--- src/rtl/vram_arbiter.sv ---
// ---------------------------------------------------------------------------
// vram_arbiter
//
// Shares the single-port video RAM between the VGA scan-out reader and the
// CPU's WVM write path. VGA reads win by default; CPU writes are buffered in
// a small FIFO and drained into cycles the VGA side leaves free. A starvation
// counter forces a write slot if the VGA side holds the RAM too long.
//
// Ports:
//   Clock       - system clock, rising edge
//   Reset       - asynchronous, active-low reset
//   iCpuWe      - one-cycle CPU write request
//   iCpuAddr    - CPU write address
//   iCpuData    - CPU write colour
//   oCpuStall   - write FIFO full, CPU must hold off
//   oWriteIdle  - FIFO empty and no write currently driven to the RAM
//   oOverflow   - sticky flag: a write arrived while the FIFO was full
//   iVgaReq     - VGA pixel read request (sampled every cycle)
//   iVgaAddr    - VGA read address
//   oVgaData    - pixel returned to the VGA side
//   oVgaValid   - oVgaData valid this cycle (two cycles after the request)
//   oRamAddr    - registered RAM address
//   oRamData    - registered RAM write data
//   oRamWe      - registered RAM write enable
//   iRamData    - synchronous RAM read data, one cycle after the address
// ---------------------------------------------------------------------------
module vram_arbiter #(
    parameter int ADDR_WIDTH   = 16,
    parameter int DATA_WIDTH   = 3,
    parameter int FIFO_DEPTH   = 4,   // power of two, at least 2
    parameter int STARVE_LIMIT = 64
) (
    input  logic                  Clock,
    input  logic                  Reset,
    input  logic                  iCpuWe,
    input  logic [ADDR_WIDTH-1:0] iCpuAddr,
    input  logic [DATA_WIDTH-1:0] iCpuData,
    output logic                  oCpuStall,
    output logic                  oWriteIdle,
    output logic                  oOverflow,
    input  logic                  iVgaReq,
    input  logic [ADDR_WIDTH-1:0] iVgaAddr,
    output logic [DATA_WIDTH-1:0] oVgaData,
    output logic                  oVgaValid,
    output logic [ADDR_WIDTH-1:0] oRamAddr,
    output logic [DATA_WIDTH-1:0] oRamData,
    output logic                  oRamWe,
    input  logic [DATA_WIDTH-1:0] iRamData
);

    localparam int PTR_W    = (FIFO_DEPTH > 1) ? $clog2(FIFO_DEPTH) : 1;
    localparam int CNT_W    = PTR_W + 1;
    localparam int STARVE_W = $clog2(STARVE_LIMIT + 1);

    localparam logic [CNT_W-1:0]    FULL_COUNT = CNT_W'(FIFO_DEPTH);
    localparam logic [STARVE_W-1:0] STARVE_MAX = STARVE_W'(STARVE_LIMIT);

    typedef enum logic [1:0] {
        GRANT_IDLE,
        GRANT_READ,
        GRANT_WRITE
    } grant_e;

    // Write buffer storage; validity is tracked by the pointers and count
    logic [ADDR_WIDTH-1:0] fifoAddr_q [FIFO_DEPTH];
    logic [DATA_WIDTH-1:0] fifoData_q [FIFO_DEPTH];

    logic [PTR_W-1:0]      wrPtr_q,    wrPtr_d;
    logic [PTR_W-1:0]      rdPtr_q,    rdPtr_d;
    logic [CNT_W-1:0]      count_q,    count_d;
    logic [STARVE_W-1:0]   starve_q,   starve_d;
    logic                  stall_q,    stall_d;
    logic                  overflow_q, overflow_d;
    logic [ADDR_WIDTH-1:0] ramAddr_q,  ramAddr_d;
    logic [DATA_WIDTH-1:0] ramData_q,  ramData_d;
    logic                  ramWe_q,    ramWe_d;
    logic                  rdPend_q,   rdPend_d;
    logic                  vgaValid_q, vgaValid_d;
    logic [DATA_WIDTH-1:0] vgaData_q,  vgaData_d;

    logic   fifoEmpty;
    logic   fifoFull;
    logic   push;
    logic   pop;
    logic   forceWrite;
    grant_e grant;

    // Arbitration and next-state logic. All decisions use the count as it
    // stood at the start of the cycle, so a write pushed into an empty FIFO
    // only becomes eligible for a grant in the following cycle.
    always_comb begin
        fifoEmpty  = (count_q == '0);
        fifoFull   = (count_q == FULL_COUNT);
        push       = iCpuWe && !fifoFull;
        forceWrite = !fifoEmpty && (starve_q == STARVE_MAX);

        grant = GRANT_IDLE;
        if (forceWrite) begin
            grant = GRANT_WRITE;
        end else if (iVgaReq) begin
            grant = GRANT_READ;
        end else if (!fifoEmpty) begin
            grant = GRANT_WRITE;
        end

        pop = (grant == GRANT_WRITE);

        wrPtr_d    = wrPtr_q;
        rdPtr_d    = rdPtr_q;
        count_d    = count_q;
        starve_d   = starve_q;
        overflow_d = overflow_q;
        ramAddr_d  = ramAddr_q;
        ramData_d  = ramData_q;
        ramWe_d    = 1'b0;
        rdPend_d   = 1'b0;

        if (push) begin
            wrPtr_d = wrPtr_q + PTR_W'(1);
        end
        if (pop) begin
            rdPtr_d = rdPtr_q + PTR_W'(1);
        end

        case ({push, pop})
            2'b10:   count_d = count_q + CNT_W'(1);
            2'b01:   count_d = count_q - CNT_W'(1);
            default: count_d = count_q;
        endcase

        stall_d = (count_d == FULL_COUNT);

        if (iCpuWe && fifoFull) begin
            overflow_d = 1'b1;
        end

        // Counts cycles a queued write was passed over; saturates so the
        // force condition stays asserted until a write is actually granted.
        if (fifoEmpty || pop) begin
            starve_d = '0;
        end else if (starve_q != STARVE_MAX) begin
            starve_d = starve_q + STARVE_W'(1);
        end

        case (grant)
            GRANT_READ: begin
                ramAddr_d = iVgaAddr;
                rdPend_d  = 1'b1;
            end
            GRANT_WRITE: begin
                ramAddr_d = fifoAddr_q[rdPtr_q];
                ramData_d = fifoData_q[rdPtr_q];
                ramWe_d   = 1'b1;
            end
            default: begin
            end
        endcase

        // The RAM answers one cycle after the address, so a read issued at
        // edge N+1 is reported during N+2. The last pixel is held so the
        // data output stays steady between reads.
        vgaValid_d = rdPend_q;
        vgaData_d  = vgaValid_q ? iRamData : vgaData_q;
    end

    // FIFO storage is not reset: the cleared count already marks it empty
    always_ff @(posedge Clock) begin
        if (push) begin
            fifoAddr_q[wrPtr_q] <= iCpuAddr;
            fifoData_q[wrPtr_q] <= iCpuData;
        end
    end

    // Control and output registers
    always_ff @(posedge Clock or negedge Reset) begin
        if (!Reset) begin
            wrPtr_q    <= '0;
            rdPtr_q    <= '0;
            count_q    <= '0;
            starve_q   <= '0;
            stall_q    <= 1'b0;
            overflow_q <= 1'b0;
            ramAddr_q  <= '0;
            ramData_q  <= '0;
            ramWe_q    <= 1'b0;
            rdPend_q   <= 1'b0;
            vgaValid_q <= 1'b0;
            vgaData_q  <= '0;
        end else begin
            wrPtr_q    <= wrPtr_d;
            rdPtr_q    <= rdPtr_d;
            count_q    <= count_d;
            starve_q   <= starve_d;
            stall_q    <= stall_d;
            overflow_q <= overflow_d;
            ramAddr_q  <= ramAddr_d;
            ramData_q  <= ramData_d;
            ramWe_q    <= ramWe_d;
            rdPend_q   <= rdPend_d;
            vgaValid_q <= vgaValid_d;
            vgaData_q  <= vgaData_d;
        end
    end

    assign oCpuStall  = stall_q;
    assign oOverflow  = overflow_q;
    assign oWriteIdle = fifoEmpty && !ramWe_q;
    assign oRamAddr   = ramAddr_q;
    assign oRamData   = ramData_q;
    assign oRamWe     = ramWe_q;
    assign oVgaValid  = vgaValid_q;
    assign oVgaData   = vgaValid_q ? iRamData : vgaData_q;

endmodule

--- config.mk ---
export PLATFORM = sky130hd
export DESIGN_NAME = vram_arbiter
export DESIGN_NICKNAME = d
export VERILOG_FILES = /design/src/rtl/vram_arbiter.sv
export SDC_FILE = /design/constraint.sdc
export NUM_CORES = 1
export LEC_CHECK = 0
export CORE_AREA = 2 2 143 145
export DETAILED_ROUTE_END_ITERATION = 12
export DIE_AREA = 0 0 145 147
export GPL_TIMING_DRIVEN = 0
export SLEW_MARGIN = 20
export SYNTH_ARGS = -nofsm -noshare
export SYNTH_HDL_FRONTEND = slang
export SYNTH_SLANG_ARGS = --single-unit
--- constraint.sdc ---
create_clock -name Clock -period 3.6 [get_ports Clock]
set_input_delay 0.72 -clock Clock [delete_from_list [all_inputs] [get_ports Clock]]
set_output_delay 0.72 -clock Clock [all_outputs]
set_load 0.02 [all_outputs]
==> run metrics <==
Hold WC Path Type=in2async; MaxCap Viol Count=0; WL final=10500 um; fillers=1894; worst reg2reg path depth=11; area leader, netlist=edfxtp_1; top cells by count, synth=edfxtp_1 (76), dfrtp_1 (41), mux2i_1 (32); num rows=52; I/O Buffers=68; Resized cells post-CTS=0; internal power=3.69 mW; CTS Buf Count=17; Final ANT Viol Nets=0; cell count after synthesis=approximately 290; vias per cell=4.11; Nets=431; P_sw=1.64 mW; diodes inserted=0; leakage power=2.42 nW; Sequential Area=around 3300 sq um; Peak VDD IR=0.278 mV; 1st-pass router iterations=6; Slew Limit Headroom=0.298; first-pass GRT wire length=approximately 16000 um; r2r setup slk=570 ps; RSZ-0062 raised after global routing=false; syn nets=343; EDFF count, synth=76; Iter 0 DRT Violations=119; post-synthesis register bit count=117; PwrDens=approximately 820 nW/um^2; Clock Pin Slew Worst Setup and Hold Paths=60 ps; GR peak layer=met2; post-route cell area=about 6500 sq um; asr flop ratio synth=0.350; Gate power share=0.296; Layout Skew=9.69 ps; Ports=69; GRT overflow=0; crit path DAT=3340 ps; DRC=0; clk_lat worst skew=410 ps; share of cells above drive strength 1=0.204; crit start category=register; clock root buffer=clkbuf_16; worst reg2reg endpoint=oCpuStall; placed cell area=around 5900 sq um; number of global-route vias before repair=3048; Netlist cell types=41; top cell type's share of synthesized area=0.469; hold buffer count at CTS=0; Period minus WS final=slightly above 3000 ps; WL/cell=15.8 um; Layout Utilization=0.329; FMAX=roughly 330 MHz; syn avg cell area=around 17 sq um; DP Wirelength=7040 um; final hold viol count=0; die area=roughly 21000 sq um; largest net degree at the start of global routing=30; CTS tree=done; Ys Warns=0; RD Place Congestion=~0.7; final setup fails=0; Flop pwr share=0.378; Sw Share=0.308; GR Util All Layers=0.101; area grow syn2layout=34.0%; Initial Util=0.245; most frequent cell after synthesis=edfxtp_1; M3 GR Usage=0.0379; initial antenna violation count=1; Multi-input gate area=1430 sq um; Core Box Area=19800 sq um; Fin Setup TNS=0 ps; die height=around 150 um; Worst Path Required=3910 ps; CTS sink count=117; Worst-Margin Slew=1050 ps; Setup WS pre-CTS=433 ps; Synth Cell Area=4870 sq um; WS Path Type=reg2reg; clk buf depth=2; final slew viol count=0; crit path max fanout=8; Clk network pwr share=0.326; Synth area leaders=edfxtp_1 (47%), dfrtp_1 (21%), mux2i_1 (6.6%); outcome=complete, no violations; Die X=~150 um; total number of vias=2722; Post CTS Setup Buffer Count=0; sequential fraction of the synthesis area=0.680; main flop type after synthesis=edfxtp_1; Final WS setup=about 570 ps; CTS HTree Levels=4; Crit. End Element=register; GRT met1 Usage=0.113; worst r2r src=starve_q[0]; GR Util met2=0.170; Final Cycle Share=0.841
[flip-flops by register name (all words and copies together), names as in the netlist]
signal      cells
vgaData_q       3
starve_q        7
rdPtr_q         2
count_q         3
fifoData_q     12
oVgaValid       1
rdPend_q        1
oRamWe          1
oRamAddr       16
wrPtr_q         2
fifoAddr_q     64
oCpuStall       1
oOverflow       1
oRamData        3
[how the worst max path moves through the flow]
stage / start / end / slack [ps]
after floorplan: starve_q[0] / oCpuStall / 910
after global placement: iVgaReq / oCpuStall / 500
after detailed placement: iVgaReq / oCpuStall / 430
after CTS: starve_q[0] / oCpuStall / 550
after global routing: starve_q[0] / oCpuStall / 410
final: starve_q[0] / oCpuStall / 570
[routing by layer]
metal  up-vias  wire (um)  part of all wire
met1      1349       4370              0.42
met4         2        284             0.027
li1       1284          -                 -
met3        21        596             0.057
met5         -         12            0.0011
met2        66       5200              0.50
[cell families (layout without fill, tap and decap cells)]
logic type | after synthesis | after routing | synth area share
xor+xnor | 7 | 7 | 0.0126
mux | 59 | 59 | 0.135
flops | 117 | 117 | 0.680
buf+inv | 18 | 119 | 0.0262
simple gates | 46 | 46 | 0.0543
fa+ha+maj | 10 | 10 | 0.0273
compound gates | 34 | 34 | 0.0645
[final cells by class]
class | instances | area share
buffer | 12 | 0.0161
clock buffer | 17 | 0.0652
clock inverter | 15 | 0.0296
inverter | 6 | 0.00345
multi-input combinational | 156 | 0.220
sequential | 117 | 0.507
tap | 270 | 0.0518
timing repair buffer | 69 | 0.107
[per-stage QoR]
| stage | hold slack, ps | power [mW] | cells |
|---|---|---|---|
| 2_1_floorplan | 331 | 3.01 | 291 |
| 5_1_grt | 255 | 5.60 | 662 |
| 3_5_place_dp | 335 | 3.65 | 630 |
| 4_1_cts | 237 | 5.40 | 662 |
| 3_3_place_gp | 341 | 3.59 | 629 |
| 6_report | 240 | 5.33 | 662 |
[cell usage in the layout, fill, tap and decap left out, types with 2 or more instances in the layout]
| cell | count |
|---|---|
| buf_12 | 2 |
| buf_6 | 5 |
| nand3_1 | 5 |
| a21oi_1 | 6 |
| o221ai_1 | 6 |
| dfrtp_1 | 41 |
| bufinv_16 | 3 |
| inv_6 | 6 |
| clkinv_4 | 4 |
| xnor2_1 | 4 |
| o21ai_0 | 4 |
| mux2_2 | 19 |
| mux2_1 | 5 |
| inv_1 | 5 |
| o21ai_1 | 2 |
| clkbuf_1 | 2 |
| edfxtp_1 | 76 |
| mux2i_1 | 32 |
| and2_1 | 2 |
| buf_2 | 3 |
| clkbuf_16 | 17 |
| nand2b_1 | 17 |
| o221ai_2 | 10 |
| or3_1 | 3 |
| ha_1 | 9 |
| and2_2 | 2 |
| clkinvlp_4 | 2 |
| nor2_1 | 4 |
| nand2_1 | 7 |
| clkdlybuf4s50_1 | 67 |
| xor2_1 | 3 |
| mux4_2 | 3 |
[power by group through the flow]
stage	Combinational, mW	Sequential [mW]	Clock [mW]
after global placement	1.56	2.02	0
after global routing	1.72	2.06	1.82
after floorplan	0.873	2.14	0
after detailed placement	1.61	2.04	0
after CTS	1.61	2.02	1.77
final	1.58	2.01	1.74
[critical path, stage by stage (launching register included)]
cell	delay, ps
dfrtp_1	410
inv_1	80
ha_1	220
and4bb_1	260
nand2_1	150
o21ai_1	90
ha_1	340
ha_1	270
fa_1	390
xnor2_1	150
or3_1	330
a211oi_1	250
No activity file was read; power rests on OpenSTA's default activity.
